$ cat src/rtl/alu_pkg.sv
// Shared ALU definitions: logic-op encoding used by the op decoder and logic_unit.
package alu_pkg;

  typedef enum logic [1:0] {
    LOP_AND    = 2'd0,
    LOP_OR     = 2'd1,
    LOP_XOR    = 2'd2,
    LOP_PASS_A = 2'd3
  } logic_op_e;

endpackage : alu_pkg

$ cat src/rtl/logic_core.sv
// Combinational bitwise op with optional inversion, plus zero/parity flags of the result.
module logic_core
  import alu_pkg::*;
#(
  parameter int unsigned WIDTH = 8
) (
  input  logic [WIDTH-1:0] a,
  input  logic [WIDTH-1:0] b,
  input  logic_op_e        op,
  input  logic             invert,
  output logic [WIDTH-1:0] result_c,
  output logic             zero_c,
  output logic             parity_c
);

  logic [WIDTH-1:0] raw;

  always_comb begin
    raw = a;
    case (op)
      LOP_AND:    raw = a & b;
      LOP_OR:     raw = a | b;
      LOP_XOR:    raw = a ^ b;
      LOP_PASS_A: raw = a;
      default:    raw = a;
    endcase
  end

  assign result_c = invert ? ~raw : raw;
  assign zero_c   = (result_c == '0);
  assign parity_c = ^result_c;

endmodule : logic_core

$ cat src/rtl/logic_unit.sv
// Handshaked, single-stage bitwise logic unit with an internal accumulator
// that can stand in for operand A.
module logic_unit
  import alu_pkg::*;
#(
  parameter int unsigned     WIDTH     = 8,
  parameter logic [WIDTH-1:0] ACC_RESET = '0
) (
  input  logic             clk,
  input  logic             rst,
  input  logic             acc_clear,
  input  logic             in_valid,
  output logic             in_ready,
  input  logic_op_e        in_op,
  input  logic             in_invert,
  input  logic             in_acc,
  input  logic [WIDTH-1:0] in_a,
  input  logic [WIDTH-1:0] in_b,
  output logic             out_valid,
  input  logic             out_ready,
  output logic [WIDTH-1:0] out_result,
  output logic             out_zero,
  output logic             out_parity
);

  logic [WIDTH-1:0] acc;
  logic [WIDTH-1:0] acc_eff;
  logic [WIDTH-1:0] op_a;
  logic [WIDTH-1:0] core_result;
  logic             core_zero;
  logic             core_parity;
  logic             accept;
  logic             emit;

  // Ready passes straight through from downstream so a full register can reload in the same cycle.
  assign in_ready = !out_valid || out_ready;
  assign accept   = in_valid && in_ready;
  assign emit     = out_valid && out_ready;

  // A clear in the same cycle as an accumulate makes the op see the reset value.
  assign acc_eff = acc_clear ? ACC_RESET : acc;
  assign op_a    = in_acc ? acc_eff : in_a;

  logic_core #(
    .WIDTH (WIDTH)
  ) u_core (
    .a        (op_a),
    .b        (in_b),
    .op       (in_op),
    .invert   (in_invert),
    .result_c (core_result),
    .zero_c   (core_zero),
    .parity_c (core_parity)
  );

  // Output register: reload on accept, drain on emit, hold on stall.
  always_ff @(posedge clk) begin
    if (rst) begin
      out_valid  <= 1'b0;
      out_result <= '0;
      out_zero   <= 1'b0;
      out_parity <= 1'b0;
    end else if (accept) begin
      out_valid  <= 1'b1;
      out_result <= core_result;
      out_zero   <= core_zero;
      out_parity <= core_parity;
    end else if (emit) begin
      out_valid  <= 1'b0;
    end
  end

  // Accumulator: write-back of an accepted accumulate wins over a clear.
  always_ff @(posedge clk) begin
    if (rst) begin
      acc <= ACC_RESET;
    end else if (accept && in_acc) begin
      acc <= core_result;
    end else if (acc_clear) begin
      acc <= ACC_RESET;
    end
  end

endmodule : logic_unit

$ cat config.mk
export PLATFORM = sky130hd
export DESIGN_NAME = logic_unit
export DESIGN_NICKNAME = d
export VERILOG_FILES = /design/src/rtl/alu_pkg.sv /design/src/rtl/logic_core.sv /design/src/rtl/logic_unit.sv
export SDC_FILE = /design/constraint.sdc
export NUM_CORES = 1
export LEC_CHECK = 0
export CORE_MARGIN = 2
export CORE_UTILIZATION = 57
export CTS_BUF_LIST = sky130_fd_sc_hd__clkbuf_4 sky130_fd_sc_hd__clkbuf_8
export CTS_CLUSTER_DIAMETER = 40
export DETAILED_ROUTE_END_ITERATION = 8
export GPL_ROUTABILITY_DRIVEN = 0
export HOLD_SLACK_MARGIN = 0.1
export PLACE_DENSITY = 0.88
export SLEW_MARGIN = 40
export SYNTH_ARGS = -nofsm -noshare
export SYNTH_HDL_FRONTEND = slang
export SYNTH_SLANG_ARGS = --single-unit
$ cat constraint.sdc
create_clock -name clk -period 6.92 [get_ports clk]
set_input_delay 1.384 -clock clk [delete_from_list [all_inputs] [get_ports clk]]
set_output_delay 1.384 -clock clk [all_outputs]
set_load 0.01 [all_outputs]
-- Yosys cells after proc, flatten, opt, wreduce, memory -nomap -nowiden
Cells that the tools add are included.
- bits in registers: 19
- output and inout bits: 12
- mux-type cells: 7
- equal/unequal tests: 3
- reduce and logical (&&, ||, !) cells: 9
- bitwise logic cells: 4
- operators with widths (operator ; number):
    8-bit two-way mux ; 4
    8-bit case mux with 4 select lines ; 1
    8-bit bitwise AND ; 1
    8-bit zero test ; 1
    8-bit NOT ; 1
    8-bit OR ; 1
    8-bit XOR reduction ; 1
    8-bit bitwise XOR ; 1
    2-bit equality test (second input constant) ; 2
    1-bit logical AND ; 3
    2-bit by 1-bit equality test with 1-bit output (second input constant) ; 1
    2-bit zero test ; 1
    1-bit two-way mux ; 2
    2-bit nonzero test ; 1
    1-bit zero test ; 1
    1-bit logical OR ; 1

-- Logic depth before layout (Yosys ltp)
Gate-level depths: netlist of the first run.
- depth in word-level cells: 7
- gate-level depth with buffers: 13
- mapped depth without buffers: 13

-- Modules after synthesis
Synthesis of the first run repeated with hierarchy kept, for this count alone.
- cells, all modules: 181
- area total of the unflattened synthesis: 1710.4 µm²
- modules (own cells, without submodules) (module ; times used ; cells each ; area an instance (µm²)):
    logic_unit ; 1 ; 105 ; 982.2
    logic_core ; 1 ; 76 ; 728.2

-- Least setup slack after synthesis of the first run
Ideal clock, no wire load.
- kind: input to register
- start point: in in_acc
- end point: reg out_parity
- arrival: 3.512 ns
- slack: 3.330 ns
- path buffers: 1
- cell stages on the path: 13
- path through: buf_6 -> mux2i_2 -> inv_1 -> ha_1 -> or2_2 -> a311oi_1 -> o21a_1 -> or2_1 -> ha_1 -> xnor2_1 -> xnor2_1 -> nor2_1 -> nor3_1
- word-level cells in the longest chain between the ends: 6
- elaborated cells on any way between the ends: 8
- ends and longest elaborated chain (what ; RTL line ; RTL):
    from (decl) ; logic_unit.sv:16 ; input logic in_acc,
    8-bit two-way mux (*) ; logic_unit.sv:42 ; assign op_a = in_acc ? acc_eff : in_a;
    8-bit bitwise XOR, or another cell as far along ; logic_core.sv:23 ; LOP_XOR: raw = a ^ b;
    8-bit case mux with 4 select lines (*) ; logic_core.sv:20 ; case (op)
    8-bit NOT ; logic_core.sv:29 ; assign result_c = invert ? ~raw : raw;
    8-bit two-way mux (*) ; logic_core.sv:29 ;
    8-bit XOR reduction (*) ; logic_core.sv:31 ; assign parity_c = ^result_c;
    to (signal assigned) ; logic_unit.sv:67 ; out_parity <= core_parity;
    to (decl) ; logic_unit.sv:23 ; output logic out_parity
Every way passes the cells marked *; elsewhere a longest branch is shown, timed or not.
A chain may end at the register's enable or synchronous reset.

-- Worst setup path in the final report of the first run
Ends and elaborated chain as after synthesis.

==> metrics, run 1 <==
portion of the clock cycle consumed by the worst path in the final layout=0.638; CP Buf/Inv Count=2; clock root buffer master=sky130_fd_sc_hd__clkbuf_4; number of antenna-violating nets in the routed design=0; die span in y=60.2 um; Static Leakage=0.928 nW; largest net degree at the start of global routing=29; insertion delay of the later-clocked pin in the worst-skew pair=300 ps; setup TNS=0 ps; number of flip-flops and latches in the synthesized netlist=19; final hold violation count=0; CP startpoint kind=primary input; required time at the endpoint of the critical path=7140 ps; ys async rst share=0; number of buffers inserted during clock tree synthesis=3; GRT Overall Usage=0.242; H-tree depth reported by CTS=1; number of distinct library cells after synthesis=44; Post-CTS Hold Buffers=0; number of nets in the layout=280; area of the die=0.00363 sq mm; maximum number of buffers from clock root to sink=2; total standard cell area after synthesis=0.00180 sq mm; Max Fanout on Critical Path=9; CORE AREA=0.00303 sq mm; per-instance average area after synthesis=8.67 sq um; crit-path cells=clkdlybuf4s50_1 > mux2i_4 > inv_1 > ha_1 > or2_2 > a311oi_1 > o21a_1 > or2_1 > ha_1 > xor2_1 > xnor2_1 > nor2_1 > nor3_1; number of flops mapped to enable cells by yosys=0; number of port buffers=36; final core utilization=0.716; number of buffers added for setup after CTS=0; CP max stage cell=sky130_fd_sc_hd__clkdlybuf4s50_1; endpoints failing setup=0; Post-Place Worst Slack=2170 ps; cell occurring most often along the worst timing path=sky130_fd_sc_hd__ha_1; Critical Path End Type=flop; status=complete, no violations; detailed-route via count=1,604; sequential area share after synthesis=0.211; transition time at the pin with the least slew margin=786 ps; power per unit of standard cell area=139 mW/mm^2; Synth area leader=sky130_fd_sc_hd__dfxtp_1; CP max stage delay=940 ps; CP arrival=4640 ps; fraction of layout cells with a size suffix above 1=0.128; I/O pins=37; routed vias/inst=5.77; Peak VDD IR=0.000139 V; Worst Hold Class=reg2reg; gate count after technology mapping=208; most frequent standard cell in the layout excluding fill and tap cells=sky130_fd_sc_hd__clkdlybuf4s50_1; first-pass GRT wire length=6.62 mm; headroom to the max-slew limit=0.474; Most used DFF post-synth=sky130_fd_sc_hd__dfxtp_1; final routed wire length divided by cell count=14.8 um; minimum clock period after layout=4410 ps; count of TritonRoute iterations in the first routing pass=4; Sinks on Clock Net=19; number of remaining DRC errors=0; highest clock frequency the design can meet=0.227 GHz; Worst Slack Setup Final=2510 ps; kind of cell adding the most delay to the critical path=buffers and inverters; number of antenna violations at the first check in global routing=0; worst clock skew=5.25 ps; final wirelength=4.11 mm; type of the worst setup path=in2reg; synth top area cells=sky130_fd_sc_hd__dfxtp_1 (21%), sky130_fd_sc_hd__ha_1 (14%), sky130_fd_sc_hd__o31ai_1 (6.7%), sky130_fd_sc_hd__nor2b_1 (3.8%), sky130_fd_sc_hd__or3b_2 (3.4%); Die X-Extent=60.2 um; area share of the largest cell type after synthesis=0.211; RSZ-0062 raised after global routing=false; total nets after synthesis=253; Ant. Diodes=0; vias in the first global route=1,531; Initial Util=0.595; DP HPWL=3.13 mm; Yosys warnings=0; Worst-path clk slew=110 ps; grt total ovfl=0; count of cells resized by post-cts repair=0; CTS tree=yes; final-report max-slew violation count=0; commonest cells after routing, fill and taps aside=sky130_fd_sc_hd__clkdlybuf4s50_1 (36), sky130_fd_sc_hd__ha_1 (20), sky130_fd_sc_hd__dfxtp_1 (19); number of max-capacitance violations reported=0; drt initial violations=50; # rows=20; Area growth, synth to finish=20.3%
==> worst paths after layout <==
kind	start	endpoint	slack, ps	cells past startpoint
hold / removal	out_zero	out_zero	460	2
setup reg to reg	acc[5]	out_parity	4260	13
hold reg to reg	out_zero	out_zero	460	2
setup / recovery	in_acc	out_parity	2510	13
==> worst register-to-register path, cell delays in order (launching register included) <==
cell	delay (ps)
sky130_fd_sc_hd__dfxtp_1	310
sky130_fd_sc_hd__nor2b_1	130
sky130_fd_sc_hd__mux2i_2	250
sky130_fd_sc_hd__inv_1	80
sky130_fd_sc_hd__ha_1	170
sky130_fd_sc_hd__or2_2	300
sky130_fd_sc_hd__a311oi_1	270
sky130_fd_sc_hd__o21a_1	220
sky130_fd_sc_hd__or2_1	120
sky130_fd_sc_hd__ha_1	230
sky130_fd_sc_hd__xnor2_1	160
sky130_fd_sc_hd__xnor2_1	140
sky130_fd_sc_hd__nor2_1	50
sky130_fd_sc_hd__nor3_1	140
==> metrics by stage <==
stage	power [mW]	instances	instance area (sq um)	hold WS, ps
finish	0.301	278	2170	461
global route	0.322	278	2170	478
CTS	0.302	278	2170	462
detailed placement	0.246	274	2140	446
global placement	0.242	274	2140	444
floorplan	0.204	208	1800	476
==> layer usage <==
metal | track usage | part of all wire
met1 | 0.292 | 0.44
met2 | 0.410 | 0.48
met3 | 0.0584 | 0.051
met4 | 0.0921 | 0.022
met5 | 0 | 0
==> logic make-up (layout without fill, tap and decap cells) <==
logic type	after synthesis	after routing	synth area share
xor+xnor	3	3	0.0146
flops	19	19	0.211
simple gates	75	75	0.264
mux	8	8	0.0722
fa+ha+maj	20	20	0.139
buf+inv	32	58	0.0819
compound gates	51	51	0.217
==> power by group <==
part / internal (mW) / switching (mW) / total (mW)
clock: 0.0216 / 0.0349 / 0.0565
sequential: 0.117 / 0.00382 / 0.121
combinational: 0.0618 / 0.0613 / 0.123
==> Yosys cell counts (all sizes together) (3+ instances only) <==
master and number:
o211ai 3, mux2i 6, or3b 8, nand2b 4
a311oi 3, o31ai 16, o211a 5, or2 13
ha 20, nand3b 8, a21oi 8, o21a 3
buf 9, nand2 16, nor2b 11, o21ai 4
dfxtp 19, clkbuf 5, and3b 3, inv 18
nand3 3, nand4b 3, o221ai 8
==> flip-flops by register name, summed over array words and instances (netlist names) <==
name	flops
out_zero	1
out_result	8
acc	8
out_parity	1
out_valid	1
==> area by class of cell <==
type / count / area [sq um]
multi-input cells: 157 / 1270
fillers: 240 / 860
flip-flops and latches: 19 / 380
repair buffers: 36 / 360
inverters: 18 / 70.1
well taps: 44 / 55.1
clock buffers: 3 / 22.5
clock inverters: 1 / 5.00
Power figures use the tool's default switching activity.
==> inputs of run 2 (changes only) <==
CORE_UTILIZATION = 53   (was 57)
PLACE_DENSITY = 0.82   (was 0.88)
clock period = 4.24 ns   (was 6.92 ns; I/O delays follow)
==> run 2 against run 1 <==
Non-clock buffer count grew 3. Utilization shrank 5.3 points. Clock power grew 72%. Die area grew 7.0%. Total power grew 65%. Flip-flop and latch count is the same. Worst setup slack lost 2000 ps. Via count grew 1.2%. Sequential share of layout area shrank 0.22 points. Largest cell class unchanged. Critical endpoint unchanged.
==> metrics, run 2 (synthesized netlist as in run 1, its figures left out) <==
minimum clock period after layout=3720 ps; Critical Path End Type=flop (unchanged); number of port buffers=36 (unchanged); final cell count without fillers=283 (was 278); clock root buffer master=sky130_fd_sc_hd__clkbuf_4 (unchanged); final hold slack=467 ps (was 461 ps); detailed-route via count=1,623 (was 1,604); number of antenna violations at the first check in global routing=0 (unchanged); Die X-Extent=62.3 um (was 60.2 um); grt total ovfl=0 (unchanged); clock network fraction of total power=0.197 (was 0.188); Global Route met2 Usage=0.374 (was 0.410); RSZ-0062 raised after global routing=false (unchanged); fraction of layout cells with a size suffix above 1=0.139 (was 0.128); switching power share of the total=0.320 (was 0.332); number of antenna-violating nets in the routed design=0 (unchanged); sequential cell fraction of total power=0.399 (was 0.403); routed vias/inst=5.73 (was 5.77); CP startpoint kind=primary input (unchanged); type of the worst setup path=in2reg (unchanged); Sinks on Clock Net=19 (unchanged); Peak VDD IR=0.000215 V (was 0.000139 V); vias in the first global route=1,520 (was 1,531); number of buffers added for setup after CTS=0 (unchanged); Post-Place Worst Slack=215 ps (was 2170 ps); Max Fanout on Critical Path=6 (was 9); GRT Overall Usage=0.227 (was 0.242); count of cells resized by post-cts repair=0 (unchanged); I/O pins=37 (unchanged); number of nets in the layout=283 (was 280); maximum number of buffers from clock root to sink=2 (unchanged); setup TNS=0 ps (unchanged); portion of the clock cycle consumed by the worst path in the final layout=0.878; number of remaining DRC errors=0 (unchanged); die span in y=62.3 um (was 60.2 um); worst clock skew=5.57 ps (was 5.25 ps); placed cell count=279 (was 274); H-tree depth reported by CTS=1 (unchanged); met3 track demand over resource=0.0399 (was 0.0584); transition time at the pin with the least slew margin=613 ps (was 786 ps); CTS tree=yes (unchanged); Ant. Diodes=0 (unchanged); # rows=21 (was 20); largest net degree at the start of global routing=22 (was 29); design internal power=0.337 mW (was 0.201 mW); headroom to the max-slew limit=0.590 (was 0.474); insertion delay of the later-clocked pin in the worst-skew pair=300 ps (about the same); area of the die=0.00388 sq mm (was 0.00363 sq mm); largest registers=acc: 8 flops, out_result: 8 flops (unchanged); number of max-capacitance violations reported=0 (unchanged); final hold violation count=0 (unchanged); highest clock frequency the design can meet=0.269 GHz; final wirelength=4.08 mm (was 4.11 mm); status=complete, no violations (unchanged); most frequent standard cell in the layout excluding fill and tap cells=sky130_fd_sc_hd__clkdlybuf4s50_1 (unchanged); Worst-path clk slew=100 ps (was 110 ps); number of buffers inserted during clock tree synthesis=3 (unchanged); M1 GR Usage=0.315 (was 0.292); Worst Hold Class=reg2reg (unchanged); Initial Util=0.545 (was 0.595); count of TritonRoute iterations in the first routing pass=4 (unchanged); CP arrival=3940 ps (was 4640 ps); DP HPWL=3.11 mm (was 3.13 mm); combinational power share=0.404 (was 0.409); Area growth, synth to finish=21.8% (was 20.3%); drt initial violations=86 (was 50); endpoints failing setup=0 (unchanged); final routed wire length divided by cell count=14.4 um (was 14.8 um); CORE AREA=0.00331 sq mm (was 0.00303 sq mm); final core utilization=0.663 (was 0.716); first-pass GRT wire length=7.28 mm (was 6.62 mm); total net switching power=0.158 mW (was 0.100 mW); Static Leakage=0.943 nW (was 0.928 nW); power per unit of standard cell area=225 mW/mm^2 (was 139 mW/mm^2); Post-CTS Hold Buffers=0 (unchanged); final-report max-slew violation count=0 (unchanged); commonest cells after routing, fill and taps aside=sky130_fd_sc_hd__clkdlybuf4s50_1 (36), sky130_fd_sc_hd__ha_1 (20), sky130_fd_sc_hd__dfxtp_1 (19) (unchanged); Worst Slack Setup Final=516 ps (was 2510 ps); required time at the endpoint of the critical path=4460 ps (was 7140 ps); Top Usage Layer GRT=met2 (unchanged)
==> run 2: changes by cell type in the layout (fill, tap and decap cells not counted), sizes merged <==
cell / previous run / this run
buf: 0 / 3
clkbuf: 3 / 4
clkinv: 1 / 0
==> run 2: final timing paths <==
check                 from          to  slack [ps]  cells after the start
setup / recovery    in_acc  out_parity         520                     13
hold / removal    out_zero    out_zero         470                      2
setup reg to reg    acc[5]  out_parity        1580                     13
hold reg to reg   out_zero    out_zero         470                      2
==> run 2: critical path, stage by stage <==
cell,delay [ps]
sky130_fd_sc_hd__clkdlybuf4s50_1,800
sky130_fd_sc_hd__buf_4,250
sky130_fd_sc_hd__mux2i_2,320
sky130_fd_sc_hd__inv_1,80
sky130_fd_sc_hd__ha_1,200
sky130_fd_sc_hd__o21ai_0,150
sky130_fd_sc_hd__o221ai_1,230
sky130_fd_sc_hd__or2_1,290
sky130_fd_sc_hd__ha_1,280
sky130_fd_sc_hd__xor2_1,170
sky130_fd_sc_hd__xnor2_1,150
sky130_fd_sc_hd__nor2_1,50
sky130_fd_sc_hd__nor3_1,120
==> run 2: power by group through the flow <==
stage                     clock [mW]  combinational [mW]  sequential (mW)
final                         0.0973               0.200            0.197
after floorplan                    0               0.127            0.206
after global placement             0               0.195            0.201
after CTS                     0.0995               0.200            0.197
after detailed placement           0               0.199            0.202
after global routing           0.111               0.223            0.199
==> run 2: per-layer routing <==
layer	vias to the layer above	wire length, um
met1	761	1890
met4	0	28
met5	-	0
met2	54	1950
li1	806	-
met3	2	214
==> run 2: cell type report <==
type	instances	area [sq um]
multi-input cells	157	1270
inverters	18	70.1
flip-flops and latches	19	380
repair buffers	39	383
well taps	46	57.6
clock buffers	4	30.0
fillers	307	1110
==> run 2: through the flow <==
step	total power, mW	instance area (sq um)
after CTS	0.497	2200
after detailed placement	0.400	2170
after global placement	0.397	2170
final	0.495	2200
after floorplan	0.333	1800
after global routing	0.533	2200
==> inputs of run 3 (changes only) <==
CORE_UTILIZATION = 45   (was 53)
PLACE_DENSITY = 0.72   (was 0.82)
==> run 3 against run 2 <==
Non-clock buffer count is the same. Clock skew shrank 1.3 ps. Routed wire length shrank 1.8%. Sequential share of layout area shrank 0.19 points. Worst hold slack lost 8.7 ps. Maximum frequency shrank 1.4%. Via count shrank 3.3%. Utilization shrank 9.6 points. Flip-flop and latch count is the same. Critical path depth is the same. First-iteration DRC count grew 9.3%. Clock power grew 35%.
==> metrics, run 3 (synthesized netlist as in run 1, its figures left out) <==
Static Leakage=0.951 nW (was 0.943 nW); die span in y=67.3 um (was 62.3 um); Area growth, synth to finish=23.1% (was 21.8%); endpoints failing setup=0 (unchanged); first-pass GRT wire length=6.76 mm (was 7.28 mm); final-report max-slew violation count=0 (unchanged); combinational power share=0.377 (was 0.404); number of nets in the layout=283 (unchanged); total net switching power=0.161 mW (was 0.158 mW); largest registers=acc: 8 flops, out_result: 8 flops (unchanged); count of TritonRoute iterations in the first routing pass=4 (unchanged); CTS tree=yes (unchanged); Max Fanout on Critical Path=6 (unchanged); count of cells along the worst register-to-register path=13 (unchanged); Ant. Diodes=0 (unchanged); final wirelength=4.01 mm (was 4.08 mm); power per unit of standard cell area=238 mW/mm^2 (was 225 mW/mm^2); DP HPWL=3.13 mm (was 3.11 mm); PnR Total Power=0.528 mW (was 0.495 mW); transition time at the pin with the least slew margin=618 ps (was 613 ps); reg-to-reg setup timing slack=1590 ps (was 1580 ps); final hold slack=458 ps (was 467 ps); maximum number of buffers from clock root to sink=2 (unchanged); number of buffers added for setup after CTS=0 (unchanged); drt initial violations=94 (was 86); Worst Slack Setup Final=464 ps (was 516 ps); Sinks on Clock Net=19 (unchanged); clock network fraction of total power=0.249 (was 0.197); GRT Overall Usage=0.191 (was 0.227); CP arrival=3950 ps (was 3940 ps); post-route design area=0.00222 sq mm (was 0.00220 sq mm); sequential cell fraction of total power=0.374 (was 0.399); type of the worst setup path=in2reg (unchanged); detailed-route via count=1,570 (was 1,623); Crit Reg-Reg Endpoint=out_parity (unchanged); Die X-Extent=67.3 um (was 62.3 um); Worst Hold Class=reg2reg (unchanged); # rows=23 (was 21); required time at the endpoint of the critical path=4420 ps (was 4460 ps); final core utilization=0.567 (was 0.663); status=complete, no violations (unchanged); Worst-path clk slew=70 ps (was 100 ps); fraction of layout cells with a size suffix above 1=0.139 (unchanged); vias in the first global route=1,420 (was 1,520); Initial Util=0.461 (was 0.545); RR Startpoint=acc[5] (unchanged); number of antenna violations at the first check in global routing=0 (unchanged); CORE AREA=0.00391 sq mm (was 0.00331 sq mm); Post-CTS Hold Buffers=0 (unchanged); grt total ovfl=0 (unchanged); insertion delay of the later-clocked pin in the worst-skew pair=260 ps (was 300 ps); final hold violation count=0 (unchanged); H-tree depth reported by CTS=1 (unchanged); design internal power=0.367 mW (was 0.337 mW); headroom to the max-slew limit=0.587 (was 0.590); start point of the worst hold path=out_zero (unchanged); Post-Place Worst Slack=221 ps (was 215 ps); highest clock frequency the design can meet=0.265 GHz (was 0.269 GHz); switching power share of the total=0.305 (was 0.320); worst clock skew=4.28 ps (was 5.57 ps); number of port buffers=36 (unchanged); setup TNS=0 ps (unchanged); end point of the worst hold path=out_zero (unchanged); largest net degree at the start of global routing=22 (unchanged); placed cell areas=0.00217 sq mm (about the same); I/O pins=37 (unchanged); final cell count without fillers=287 (was 283); most frequent standard cell in the layout excluding fill and tap cells=sky130_fd_sc_hd__clkdlybuf4s50_1 (unchanged); number of antenna-violating nets in the routed design=0 (unchanged); clock root buffer master=sky130_fd_sc_hd__clkbuf_8 (was sky130_fd_sc_hd__clkbuf_4); number of cells on the worst hold path=2 (unchanged); final routed wire length divided by cell count=14.0 um (was 14.4 um); Critical Path End Type=flop (unchanged); routed vias/inst=5.47 (was 5.73); Peak VDD IR=0.0000946 V (was 0.000215 V); count of cells resized by post-cts repair=0 (unchanged); placed cell count=283 (was 279); commonest cells after routing, fill and taps aside=sky130_fd_sc_hd__clkdlybuf4s50_1 (36), sky130_fd_sc_hd__ha_1 (20), sky130_fd_sc_hd__dfxtp_1 (19) (unchanged); number of buffers inserted during clock tree synthesis=3 (unchanged); minimum clock period after layout=3780 ps (was 3720 ps); area of the die=0.00453 sq mm (was 0.00388 sq mm); number of remaining DRC errors=0 (unchanged); number of max-capacitance violations reported=0 (unchanged); CP startpoint kind=primary input (unchanged); portion of the clock cycle consumed by the worst path in the final layout=0.890 (was 0.878); RSZ-0062 raised after global routing=false (unchanged)
-- run 3: cell types whose count changed in the layout (fill, tap and decap cells not counted) --
cell	delta
sky130_fd_sc_hd__clkbuf_4	-3
sky130_fd_sc_hd__clkbuf_8	+3
-- run 3: layout make-up --
type | instances | area [sq um]
fillers | 381 | 1690
inverters | 18 | 70.1
clock buffers | 4 | 48.8
repair buffers | 39 | 383
multi-input cells | 157 | 1270
well taps | 50 | 62.6
flip-flops and latches | 19 | 380
-- run 3: worst max-delay path by stage --
stage	from	to	slack [ps]	cells past startpoint
global placement	in_acc	out_parity	250	13
detailed placement	in_acc	out_parity	220	13
CTS	in_acc	out_parity	470	13
global route	in_acc	out_parity	280	13
floorplan	in_acc	out_parity	1190	13
finish	in_acc	out_parity	460	13
-- run 3: per-layer routing --
layer / vias up / share of wire / global-route usage
li1: 805 / - / -
met1: 717 / 0.51 / 0.284
met2: 43 / 0.45 / 0.302
met3: 5 / 0.033 / 0.0100
met4: 0 / 0.010 / 0.0459
met5: - / 0 / 0
-- run 3: power by group through the flow --
stage | Combinational [mW] | Sequential [mW] | Clock [mW]
6_report | 0.199 | 0.198 | 0.131
5_1_grt | 0.223 | 0.199 | 0.139
4_1_cts | 0.200 | 0.197 | 0.133
2_1_floorplan | 0.127 | 0.206 | 0
3_3_place_gp | 0.199 | 0.201 | 0
3_5_place_dp | 0.199 | 0.202 | 0
-- run 3: critical path: stages --
cell and delay, ps:
sky130_fd_sc_hd__clkdlybuf4s50_1 780, sky130_fd_sc_hd__buf_4 240, sky130_fd_sc_hd__mux2i_2 320, sky130_fd_sc_hd__inv_1 80, sky130_fd_sc_hd__ha_1 200, sky130_fd_sc_hd__o21ai_0 190
sky130_fd_sc_hd__o221ai_1 220, sky130_fd_sc_hd__or2_1 270, sky130_fd_sc_hd__ha_1 300, sky130_fd_sc_hd__xnor2_1 190, sky130_fd_sc_hd__xnor2_1 140, sky130_fd_sc_hd__nor2_1 50
sky130_fd_sc_hd__nor3_1 130
